==> src/rtl/bias_weight_store.sv <==
// Parameter store: applies bias/weight delta packets one neuron per cycle, then publishes the set.
// Overflow handling: define BIAS_WEIGHT_STORE_SATURATE_EN to saturate; otherwise adds wrap.
module bias_weight_store #(
  parameter int NP = 4,
  parameter int NC = 4,
  parameter int WD = 4
) (
  input  logic                         iCLK,
  input  logic                         iRST,
  input  logic                         iMode,
  input  logic                         iValid_AS,
  output logic                         oReady_AS,
  input  logic [NC*WD+NC*NP*WD-1:0]    iData_AS,
  output logic                         oValid_BS,
  input  logic                         iReady_BS,
  output logic [NC*WD+NC*NP*WD-1:0]    oData_BS
);

  localparam int DW = NC*WD + NC*NP*WD;
  localparam int IW = (NC > 1) ? $clog2(NC) : 1;

  typedef enum logic [1:0] {
    S_INIT    = 2'd0,
    S_IDLE    = 2'd1,
    S_APPLY   = 2'd2,
    S_PUBLISH = 2'd3
  } state_t;

  state_t          state_q, state_d;
  logic [IW-1:0]   idx_q, idx_d;
  logic [DW-1:0]   delta_q, delta_d;
  logic [DW-1:0]   param_q, param_d;

  function automatic logic [WD-1:0] add_sat(input logic [WD-1:0] a, input logic [WD-1:0] b);
    logic [WD-1:0] sum;
    sum = a + b;
`ifdef BIAS_WEIGHT_STORE_SATURATE_EN
    // Same-sign operands producing an opposite-sign result means overflow.
    if ((a[WD-1] == b[WD-1]) && (sum[WD-1] != a[WD-1])) begin
      sum = a[WD-1] ? {1'b1, {(WD-1){1'b0}}} : {1'b0, {(WD-1){1'b1}}};
    end
`endif
    return sum;
  endfunction

  always_ff @(posedge iCLK or posedge iRST) begin
    if (iRST) begin
      state_q <= S_INIT;
      idx_q   <= '0;
      delta_q <= '0;
      param_q <= '0;
    end else begin
      state_q <= state_d;
      idx_q   <= idx_d;
      delta_q <= delta_d;
      param_q <= param_d;
    end
  end

  always_comb begin
    state_d = state_q;
    idx_d   = idx_q;
    delta_d = delta_q;
    param_d = param_q;
    case (state_q)
      S_INIT: state_d = S_PUBLISH;
      S_IDLE: begin
        // Inference-mode packets are accepted but never applied.
        if (iValid_AS && iMode) begin
          delta_d = iData_AS;
          idx_d   = '0;
          state_d = S_APPLY;
        end
      end
      S_APPLY: begin
        for (int c = 0; c < NC; c++) begin
          if (idx_q == IW'(c)) begin
            param_d[c*WD +: WD] = add_sat(param_q[c*WD +: WD], delta_q[c*WD +: WD]);
            for (int p = 0; p < NP; p++) begin
              param_d[NC*WD + (c*NP+p)*WD +: WD] =
                add_sat(param_q[NC*WD + (c*NP+p)*WD +: WD], delta_q[NC*WD + (c*NP+p)*WD +: WD]);
            end
          end
        end
        if (idx_q == IW'(NC-1)) state_d = S_PUBLISH;
        else                    idx_d   = idx_q + IW'(1);
      end
      S_PUBLISH: if (iReady_BS) state_d = S_IDLE;
      default: state_d = S_INIT;
    endcase
  end

  assign oReady_AS = (state_q == S_IDLE);
  assign oValid_BS = (state_q == S_PUBLISH);
  assign oData_BS  = param_q;

endmodule

==> config.mk <==
export PLATFORM = sky130hd
export DESIGN_NAME = bias_weight_store
export DESIGN_NICKNAME = d
export VERILOG_FILES = /design/src/rtl/bias_weight_store.sv
export SDC_FILE = /design/constraint.sdc
export NUM_CORES = 1
export LEC_CHECK = 0
export BUFFER_PORTS_ARGS = -buffer_cell sky130_fd_sc_hd__clkbuf_2
export CORE_MARGIN = 4
export CORE_UTILIZATION = 55
export CTS_CLUSTER_DIAMETER = 200
export CTS_CLUSTER_SIZE = 25
export DETAILED_ROUTE_END_ITERATION = 7
export PLACE_DENSITY_LB_ADDON = 0.25
export SLEW_MARGIN = 25
export SYNTH_ARGS = -nofsm -noshare
export SYNTH_HDL_FRONTEND = slang
export SYNTH_SLANG_ARGS = --single-unit
==> constraint.sdc <==
create_clock -name iCLK -period 5.1 [get_ports iCLK]
set_input_delay 0.255 -clock iCLK [delete_from_list [all_inputs] [get_ports iCLK]]
set_output_delay 0.255 -clock iCLK [all_outputs]
set_load 0.005 [all_outputs]
Yosys cells after proc, flatten, opt, wreduce, memory -nomap -nowiden
Index checks and enable logic that the tools add are counted.
{ "totals": {"reg_bits": 164, "output_inout_bits": 82, "wordCells": 56} }
{ "classes": {"addsub": 21, "eq_ne": 10, "mux": 7, "n_reduce_logical": 11} }
{ "op_table": {"columns": ["cell", "count"], "rows": [
  ["$add A4 B4 Y4", 20],
  ["$mux W2", 5],
  ["$reduce_and A2 Y1", 5],
  ["$eq A2 B2 Y1 const B", 4],
  ["$pmux W2 S4", 1],
  ["$reduce_and A3 Y1", 2],
  ["$eq A2 B1 Y1 const B", 2],
  ["$logic_not A2 Y1", 2],
  ["$ne A2 B1 Y1 const B", 2],
  ["$ne A2 B2 Y1 const B", 2],
  ["$pmux W2 S2", 1],
  ["$add A2 B1 Y2 const B", 1],
  ["$reduce_bool A2 Y1", 1],
  ["$logic_and A1 B1 Y1", 1]
]} }

Logic depth before layout (Yosys ltp)
Gate-level depths: netlist of the first run.
{ "logic_depth": {"depth_word": 3, "mapped_depth": 7} }

Worst setup path before layout of the first run
Ideal clock, no wire load.
{ "synth_timing": {"path_type": "reg-to-reg", "startpoint": "reg state_q[1]", "endpoint": "reg delta_q[0]", "setup_time_ns": 0.125, "t_arrival_ns": 1.311, "required_time_ns": 4.975, "setup_slack_ns": 3.665, "stages_incl_launch_ff": 6, "path_buffers": 2, "path_cell_list": "dfrtp_1 nor2b_2 and2b_1 buf_6 buf_2 mux2_2"} }
{ "synth_via": {"elab_chain_cells": 2} }
{ "synth_rtl": {"columns": ["element", "line_no", "source"], "rows": [
  ["start: declaration", "29", "state_t state_q, state_d;"],
  ["start signal: assignment", "53", "state_q <= state_d;"],
  ["$eq A2 B1 Y1", null, null],
  ["net oReady_AS", "12", "output logic oReady_AS,"],
  ["$reduce_and A2 Y1 (no line)", null, null],
  ["end signal: assignment", "55", "delta_q <= delta_d;"],
  ["end: declaration", "31", "logic [DW-1:0] delta_q, delta_d;"]
]} }
The timed path passes the listed nets, and every way through them passes these cells.
A chain may end at the register's enable or synchronous reset.

Final worst setup path of the first run
{ "layout_timing": {"startpoint": "reg state_q[1]", "endpoint": "reg delta_q[6]"} }
{ "layout_via": {"elab_chain_cells": 2} }
{ "layout_rtl": {"columns": ["element", "line_no", "source"], "rows": [
  ["$eq A2 B1 Y1", "65", "case (state_q)"],
  ["$reduce_and A2 Y1 (no line)", null, null]
]} }
Every way passes these cells.

==> impl_metrics.tcl, run 1 <==
set metrics [dict create \
    cts_hold_buffers 0 \
    tritoncts "built" \
    synthesis.area_um2 8160 \
    final_core_utilization_pct 67.2 \
    final_min_period_ns 2.50 \
    category_of_the_most_critical_setup_path "reg2reg" \
    antenna_found_initial 0 \
    synthesis.yosys.warnings 0 \
    post-cts-setup-buffer-count 0 \
    hold_class "in2async" \
    wirelength_met1_um 7400 \
    worst-endpoint-arrival_ns 2.80 \
    setup_violations 0 \
    fin_total_pwr_mw 5.97 \
    netlist-cell-type-count 31 \
    growth_of_design_area_from_synthesis_to_finish_pct 19.7 \
    critical_path.reg2reg.endpoint "delta_q[6]" \
    fp.dieW_um 130 \
    hold-worst-slack_ns -0.0300 \
    grt_overflow 0 \
    postSynthAreaPerCell_um2 11.6 \
    timing.critical_path.from "state_q[1]" \
    critPathMaxFanout 53 \
    die-area_um2 16800 \
    cts_htree_levels 4 \
    numPortBuffers 166 \
    grt_start_max_net_pins 111 \
    origin_of_the_critical_flop_to_flop_path "state_q[1]" \
    std_cell_rows 44 \
    grtUsageTotal_pct 21.4 \
    share_comb_of_total_power_pct 34.7 \
    max_clock_freq_ghz 0.400 \
    dr.pass1.iters 4 \
    floorplan.core_area_um2 14500 \
    worst_slack_ns 2.60 \
    placedInstanceArea_um2 9080 \
    r2r_slack_ns 2.60 \
    root_buffer "clkbuf_16" \
    worst_clock_skew_ns 0.0135 \
    post_drt_via_cell_ratio 5.41 \
    postSynthNetCount 871 \
    max_slew.worst_pin.slew_ns 0.757 \
    timing.max_cap.violations 0 \
    power-per-cell-area_nw_per_um2 611 \
    postSynthRegisterBits 164 \
    synthesized_instance_count 702 \
    first_global_vias 5997 \
    post_cts_repair_resize_count 0 \
    routed-via-count 5745 \
    timing.final.hold_violations 48 \
    netlist.area_leader.share_pct 50.3 \
    grt_setup_unrepaired "no" \
    io-pin-count 167 \
    initialDrtViolationCount 245 \
    violations "negative hold slack" \
    timing.critical_path.required_ns 5.40 \
    post_synth_main_area_contributors "dfrtp_1 (50%), ha_1 (9.8%), mux2_2 (8.8%)" \
    final_area_um2 9760 \
    met2_wirelength_from_detailed_routing_um 8610 \
    route.met3.wl_um 1120 \
    clkSinkCount 164 \
    worstSetupStartpointType "register" \
    stdcell_count 1062 \
    critPathSlowestCell "and2b_4" \
    route.detailed.drc 0 \
    n_antenna_cell 0 \
    clock_network_fraction_of_total_power_pct 24.7 \
    power.share.sequential_pct 40.6 \
    reg2reg_depth 4 \
    outcome "finished, violations left" \
    power.switching_mw 2.07 \
    timing.final.crit_share_pct 49.0 \
    clock_insertion_delay_worst_skew_ns 0.43 \
    place.detailed.hpwl_um 12200 \
    place_ws_ns 2.60 \
    finalWeightedCongestion 0.820 \
    clock_tree.buffer_depth 2 \
    layout-drive-gt1-share_pct 30.9 \
    critical_path_cell_list "nor2b_2 > and2b_4 > buf_4 > mux2_2" \
    endpoint_kind "register" \
    finalWirelength_um 17500 \
    critical_path_buf_inv_count 1 \
    cts-buffers-inserted 17 \
    maxSlewHeadroom_pct 49.5 \
    placedCellCount 1030 \
    path_delay_family "simple AND/OR/NAND/NOR gates" \
    timing_max_transition_violations_final 0 \
    wire_per_inst_um 16.5 \
    swShare_pct 34.7 \
    critPathMaxStageDelay_ns 0.66 \
    timing.setup.tns_ns 0 \
    power.ir.vdd_worst_v 0.000321 \
    internal_power_mw 3.90 \
    ant_nets 0 \
    fillers 1083 \
    top_layer "met4" \
    clk_pin_slew_worst_paths_ns 0.07 \
    die_y_um 130 \
    p_leak_nw 5.01 \
    seq_area_frac_synth_pct 50.3 \
    initial_utilization_pct 56.1 \
    grt_first_pass_wirelength_um 28500 \
    fin_nets 1034 \
    netlist.top_cell.by_area "dfrtp_1" \
]
per-layer routing:
layer	GRT usage, %	up-vias
met5	0	-
met4	8.68	0
met3	5.94	31
met2	35.3	162
met1	26.9	2834
li1	-	2718
state kept, by name, indices dropped and copies added, names as in the netlist:
| signal | cells |
|---|---|
| oData_BS | 80 |
| delta_q | 80 |
| state_q | 2 |
| idx_q | 2 |
Yosys cell counts, drive strengths merged:
| cell | instances |
|---|---|
| nor2b | 1 |
| a211o | 20 |
| o21ai | 38 |
| mux2 | 72 |
| nor2 | 1 |
| and2b | 1 |
| and2 | 1 |
| inv | 30 |
| nand3 | 20 |
| xnor2 | 11 |
| dfrtp | 164 |
| fa | 20 |
| ha | 64 |
| nand4 | 20 |
| clkbuf | 8 |
| nand3b | 4 |
| a22o | 1 |
| buf | 18 |
| a21oi | 20 |
| nand2b | 1 |
| o211ai | 1 |
| nand2 | 152 |
| nor3b | 1 |
| xor2 | 29 |
| and3b | 4 |
worst max-delay path by stage:
stage               cells after the start     endpoint
global placement                        4  delta_q[77]
global route                            5     idx_q[0]
floorplan                               1   delta_q[0]
detailed placement                      4  delta_q[30]
CTS                                     4   delta_q[6]
finish                                  4   delta_q[6]
power groups by stage:
stage / registers [mW] / logic, mW / clock network (mW)
CTS: 2.43 / 2.11 / 1.50
global route: 2.51 / 2.38 / 1.55
global placement: 2.39 / 1.94 / 0
floorplan: 2.32 / 1.46 / 0
finish: 2.42 / 2.07 / 1.47
detailed placement: 2.44 / 2.07 / 0
cell type report:
| type | count | area [um^2] | area share (%) |
|---|---|---|---|
| Clock buffer | 20 | 457 | 4.68 |
| Timing Repair Buffer | 170 | 861 | 8.82 |
| Tap cell | 184 | 230 | 2.36 |
| Inverter | 30 | 120 | 1.23 |
| Multi-Input combinational cell | 482 | 3770 | 38.6 |
| Clock inverter | 12 | 226 | 2.32 |
| Sequential cell | 164 | 4100 | 42.0 |
cells in the final DEF (no fill, tap or decap), types with 2 or more instances in the layout:
cell          n
and3b_1       4
a21oi_1      20
xor2_1       29
mux2_1        8
nand3b_1      2
nand2_1     152
ha_1         64
dfrtp_1     164
clkinvlp_4    2
inv_1        29
clkbuf_8      2
clkbuf_16    17
nand4_1      20
mux2_2       64
o21ai_0      38
a211o_1      20
xnor2_1      11
buf_4         4
nand3_1      20
fa_1         20
clkinv_4      3
clkbuf_2    166
bufinv_16     6
logic make-up after synthesis:
kind of cell	Yosys count	share of synthesized area (%)
AND/OR/NAND/NOR	206	11.3
flip-flops	164	50.3
adder cells (fa/ha/maj)	84	14.7
AO/OA/AOI/OAI	80	5.91
multiplexers	72	9.94
buffers and inverters	56	3.54
XOR/XNOR	40	4.30
No activity file was read; power rests on OpenSTA's default activity.
==> run 2: changes to the inputs <==
- clock period: 5.1 -> 2.4 ns (I/O delays scaled with it)
==> run 2 against run 1 <==
Effect of this change:
- core utilization up 5.7 points
- critical path type unchanged
- largest power group unchanged
- critical path depth unchanged
- combinational power up 120%
- sequential power up 110%
- clock power up 88%
- die area unchanged
- setup slack worse by 2.1 ns
- largest cell class unchanged
- the flow still finishes with violations (negative hold slack)
- critical endpoint is now delta_q[68]
==> impl_metrics.tcl, run 2 (synthesis results as in run 1) <==
set metrics [dict create \
    most-common-layout-cells "clkbuf_2 (166), dfrtp_1 (164), nand2_1 (152), dlygate4sd3_1 (81)" \
    clkSinkCount 164 \
    grt-busiest-layer "met2" \
    initialDrtViolationCount 262 \
    finalWeightedCongestion 0.815 \
    tritoncts "built" \
    wire_per_inst_um 16.1 \
    growth_of_design_area_from_synthesis_to_finish_pct 29.8 \
    clock_insertion_delay_worst_skew_ns 0.42 \
    timing.max_cap.violations 0 \
    grt_setup_unrepaired "no" \
    worst_clock_skew_ns 0.00868 \
    origin_of_the_critical_flop_to_flop_path "state_q[1]" \
    hold-worst-slack_ns -0.104 \
    critical_path.reg2reg.endpoint "delta_q[68]" \
    post_cts_repair_resize_count 0 \
    post-cts-setup-buffer-count 0 \
    route.detailed.drc 0 \
    endpoint "delta_q[68]" \
    category_of_the_most_critical_setup_path "reg2reg" \
    critPathMaxStageDelay_ns 0.53 \
    finalWirelength_um 18500 \
    worst-endpoint-arrival_ns 2.19 \
    use_met3_pct 4.91 \
    grtUsageTotal_pct 23.1 \
    timing.critical_path.required_ns 2.70 \
    timing.final.crit_share_pct 79.0 \
    post_drt_via_cell_ratio 5.21 \
    r2r_slack_ns 0.50 \
    met2_usage_pct 39.9 \
    cts-buffers-inserted 17 \
    root_buffer "clkbuf_16" \
    critical_path_cell_list "nor2b_2 > and2b_4 > buf_12 > mux2_2" \
    critPathSlowestCell "dfrtp_1" \
    timing.final.hold_violations 72 \
    io-pin-count 167 \
    die_y_um 130 \
    initial_utilization_pct 56.1 \
    numPortBuffers 166 \
    cts_hold_buffers 81 \
    critPathMaxFanout 28 \
    layout-drive-gt1-share_pct 28.8 \
    power.ir.vdd_worst_v 0.000656 \
    max_slew.worst_pin.slew_ns 0.939 \
    cts_htree_levels 4 \
    dr.pass1.iters 4 \
    timing_max_transition_violations_final 0 \
    violations "negative hold slack" \
    final_min_period_ns 1.90 \
    antenna_found_initial 0 \
    clk_pin_slew_worst_paths_ns 0.07 \
    grt_overflow 0 \
    std_cell_rows 44 \
    timing.setup.tns_ns 0 \
    setup_violations 0 \
    fp.dieW_um 130 \
    hold_class "in2async" \
    n_antenna_cell 0 \
    final_common_cell "clkbuf_2" \
    ant_nets 0 \
    power-per-cell-area_nw_per_um2 1180 \
    endpoint_kind "register" \
    use_met1_pct 28.5 \
    timing.critical_path.from "state_q[1]" \
    fin_nets 1121 \
    routed-via-count 5992 \
    first_global_vias 6541 \
    grt_start_max_net_pins 165 \
    die-area_um2 16800 \
    worstSetupStartpointType "register" \
    p_leak_nw 5.36 \
    max_clock_freq_ghz 0.528 \
    reg2reg_depth 4 \
    floorplan.core_area_um2 14500 \
    maxSlewHeadroom_pct 37.4 \
    fillers 971 \
    place.detailed.hpwl_um 12200 \
    outcome "finished, violations left" \
    grt_first_pass_wirelength_um 30900 \
    clock_tree.buffer_depth 2 \
]
## run 2: report_power, final
| part | internal (mW) | switching [mW] | leakage [nW] | total, mW |
|---|---|---|---|---|
| clock network | 1.65 | 1.11 | 0.292 | 2.76 |
| registers | 4.04 | 1.10 | 2.06 | 5.14 |
| logic | 2.36 | 2.23 | 3.01 | 4.59 |
## run 2: layer usage
layer  vias to the layer above  routed length [um]  part of all wire, %
li1                       2896                   -                    -
met1                      2920                7800                   42
met2                       143                9440                   51
met3                        33                 869                  4.7
met4                         0                 384                  2.1
met5                         -                   0                    0
## run 2: metrics by stage
stage	utilization, %	cell area [um^2]	worst slack, ns	power [mW]	cells
6_report	72.8	10600	0.505	12.5	1149
5_1_grt	72.8	10600	0.394	13.5	1149
4_1_cts	72.8	10600	0.469	12.6	1149
3_5_place_dp	63.1	9170	0.482	9.67	1036
3_3_place_gp	63.1	9170	0.578	9.26	1036
2_1_floorplan	-	8160	0.195	8.04	702
## run 2: worst max-delay path: cells and delay by family, from the launching register on
kind          cells  cell delay (ns)
flops             1             0.53
buf+inv           1             0.24
mux               1             0.36
simple gates      2             0.64
## run 2: area by class of cell
cell class / count / area [um^2] / area share, %
inverter: 30 / 116 / 1.10
timing repair buffer: 257 / 1770 / 16.7
tap: 184 / 230 / 2.17
clock buffer: 21 / 480 / 4.54
sequential: 164 / 4100 / 38.8
multi-input combinational: 482 / 3770 / 35.6
clock inverter: 11 / 124 / 1.17
## run 2: how the worst min path moves through the flow
stage | end | slack [ns] | cells after the start
after global placement | delta_q[41] | 0.33 | 3
after detailed placement | delta_q[41] | 0.34 | 3
after global routing | delta_q[30] | 0.02 | 3
final | oData_BS[6] | -0.10 | 3
after CTS | oData_BS[31] | 0.003 | 3
after floorplan | delta_q[37] | 0.24 | 2
==> run 3: changes to the inputs <==
- clock period: 2.4 -> 1.8 ns (I/O delays scaled with it)
==> run 3 against run 2 <==
Effect of this change:
- the run now ends clean
- worst hold slack improved by 0.21 ns
- non-clock buffer count increased by 9
- design area increased by 0.84%
- critical path type unchanged
- core utilization increased by 0.61 points
- clock skew increased by 0.0076 ns
- critical path depth unchanged
- sequential power increased by 34%
- largest cell class unchanged
- sequential share of layout area decreased by 0.31 points
- first-iteration DRC count increased by 5.3%
- setup slack got worse by 0.35 ns
- routed wire length decreased by 1.4%
==> impl_metrics.tcl, run 3 (synthesis results as in run 1) <==
set metrics [dict create \
    outcome "finished clean" \
    endpoint_kind "register" \
    timing_max_transition_violations_final 0 \
    die_y_um 130 \
    growth_of_design_area_from_synthesis_to_finish_pct 30.9 \
    die-area_um2 16800 \
    p_leak_nw 5.39 \
    placedInstanceArea_um2 9240 \
    place.detailed.hpwl_um 12400 \
    multiInputGateArea_um2 3770 \
    most-common-layout-cells "clkbuf_2 (166), dfrtp_1 (163), nand2_1 (152), dlygate4sd3_1 (84)" \
    grt_start_max_net_pins 71 \
    maxSlewHeadroom_pct 61.2 \
    floorplan.core_area_um2 14500 \
    clock_insertion_delay_worst_skew_ns 0.43 \
    grtUsageTotal_pct 22.5 \
    category_of_the_most_critical_setup_path "reg2reg" \
    numPortBuffers 166 \
    finalWeightedCongestion 0.808 \
    critical_path_cell_list "nor2b_2 > and2b_4 > buf_12 > mux2_2" \
    power-per-cell-area_nw_per_um2 1560 \
    fillers 1006 \
    post_drt_via_cell_ratio 5.24 \
    placedCellCount 1042 \
    io-pin-count 167 \
    clkSinkCount 164 \
    std_cell_rows 44 \
    r2r_slack_ns 0.16 \
    routed-via-count 6060 \
    wire_per_inst_um 15.8 \
    post-cts-setup-buffer-count 0 \
    max_clock_freq_ghz 0.609 \
    grt_first_pass_wirelength_um 30000 \
    max_slew.worst_pin.slew_ns 0.581 \
    power.ir.vdd_worst_v 0.000841 \
    first_global_vias 6114 \
    dr.pass1.iters 4 \
    grt_overflow 0 \
    initialDrtViolationCount 276 \
    timing.critical_path.required_ns 2.10 \
    root_buffer "clkbuf_16" \
    critPathMaxFanout 37 \
    seqCellArea_um2 4110 \
    tritoncts "built" \
    clk_pin_slew_worst_paths_ns 0.07 \
    final_area_um2 10700 \
    antenna_found_initial 0 \
    fin_total_pwr_mw 16.6 \
    route.detailed.drc 0 \
    critPathMaxStageDelay_ns 0.45 \
    stdcell_count 1157 \
    fin_nets 1130 \
    layout-drive-gt1-share_pct 29.5 \
    ant_nets 0 \
    finalWirelength_um 18200 \
    cts_htree_levels 4 \
    grt_setup_unrepaired "no" \
    hold_class "in2async" \
    hold-worst-slack_ns 0.103 \
    critical_path_buf_inv_count 1 \
    worstSetupStartpointType "register" \
    setup_violations 0 \
    final_min_period_ns 1.64 \
    final_common_cell "clkbuf_2" \
    timing.final.hold_violations 0 \
    worst-endpoint-arrival_ns 1.95 \
    fp.dieW_um 130 \
    path_delay_family "flip-flops" \
    clock_tree.buffer_depth 2 \
    n_antenna_cell 0 \
    timing.final.crit_share_pct 91.2 \
    cts-buffers-inserted 17 \
    worst_clock_skew_ns 0.0162 \
    initial_utilization_pct 56.1 \
    critPathSlowestCell "dfrtp_2" \
    timing.max_cap.violations 0 \
]
[run 3: cell count changes in the layout (fill, tap and decap cells not counted)]
cell / change
and3b_1: -3
clkbuf_8: -3
dlygate4sd3_1: +3
dfrtp_2: +1
clkinv_4: +1
dfrtp_1: -1
and3b_2: +3
clkinv_2: -2
inv_6: +3
buf_4: +4
buf_12: +2
[run 3: path summary, 6_finish.rpt]
kind	from	endpoint	cells past startpoint
worst max-delay path	state_q[0]	delta_q[15]	4
worst min-delay path	iRST	delta_q[31]	3
worst max register to register	state_q[0]	delta_q[15]	4
worst min register to register	oData_BS[19]	oData_BS[19]	1
max in group asynchronous	iRST	state_q[0]	4
min in group iCLK	iValid_AS	state_q[0]	4
[run 3: cell type report]
cell class	count	area share (%)
clock buffers	18	4.11
clock inverters	13	1.39
inverters	30	1.09
multi-input cells	482	35.3
flip-flops and latches	164	38.5
well taps	184	2.16
repair buffers	266	17.5
[run 3: layer usage]
layer  vias to the layer above  track usage, %  part of all wire, %
met2                       146            37.8                   51
met4                         0            6.17                 0.91
met5                         -               0                    0
li1                       2917               -                    -
met1                      2977            29.4                   43
met3                        20            5.44                  5.2
[run 3: report_power, final]
part	switching, mW	total (mW)	leakage, nW	internal (mW)
Clock	1.54	3.63	0.280	2.10
Combinational	2.95	6.14	3.06	3.19
Sequential	1.49	6.88	2.06	5.39
Total	5.97	16.6	5.39	10.7
[run 3: worst register-to-register path, delay by kind of cell (launching register included)]
| family | cells | cell delay [ns] |
|---|---|---|
| buffers and inverters | 1 | 0.25 |
| DFF | 1 | 0.45 |
| and+or+nand+nor | 2 | 0.42 |
| muxes | 1 | 0.40 |
[run 3: stage by stage]
stage	TNS (ns)	setup WS [ns]	util (%)
after floorplan	-61.47	-0.375	-
after global placement	0	0.113	63.6
after detailed placement	0	0.0760	63.6
after CTS	0	0.0491	73.3
after global routing	0	0.000570	73.5
final	0	0.158	73.5
[run 3: what timing repair did]
action                                 4_1_cts  5_1_grt
hold buffers                                82        2
endpoints found under the hold margin      245        1
setup endpoints to repair                    0       38
gates resized for setup                      0        4
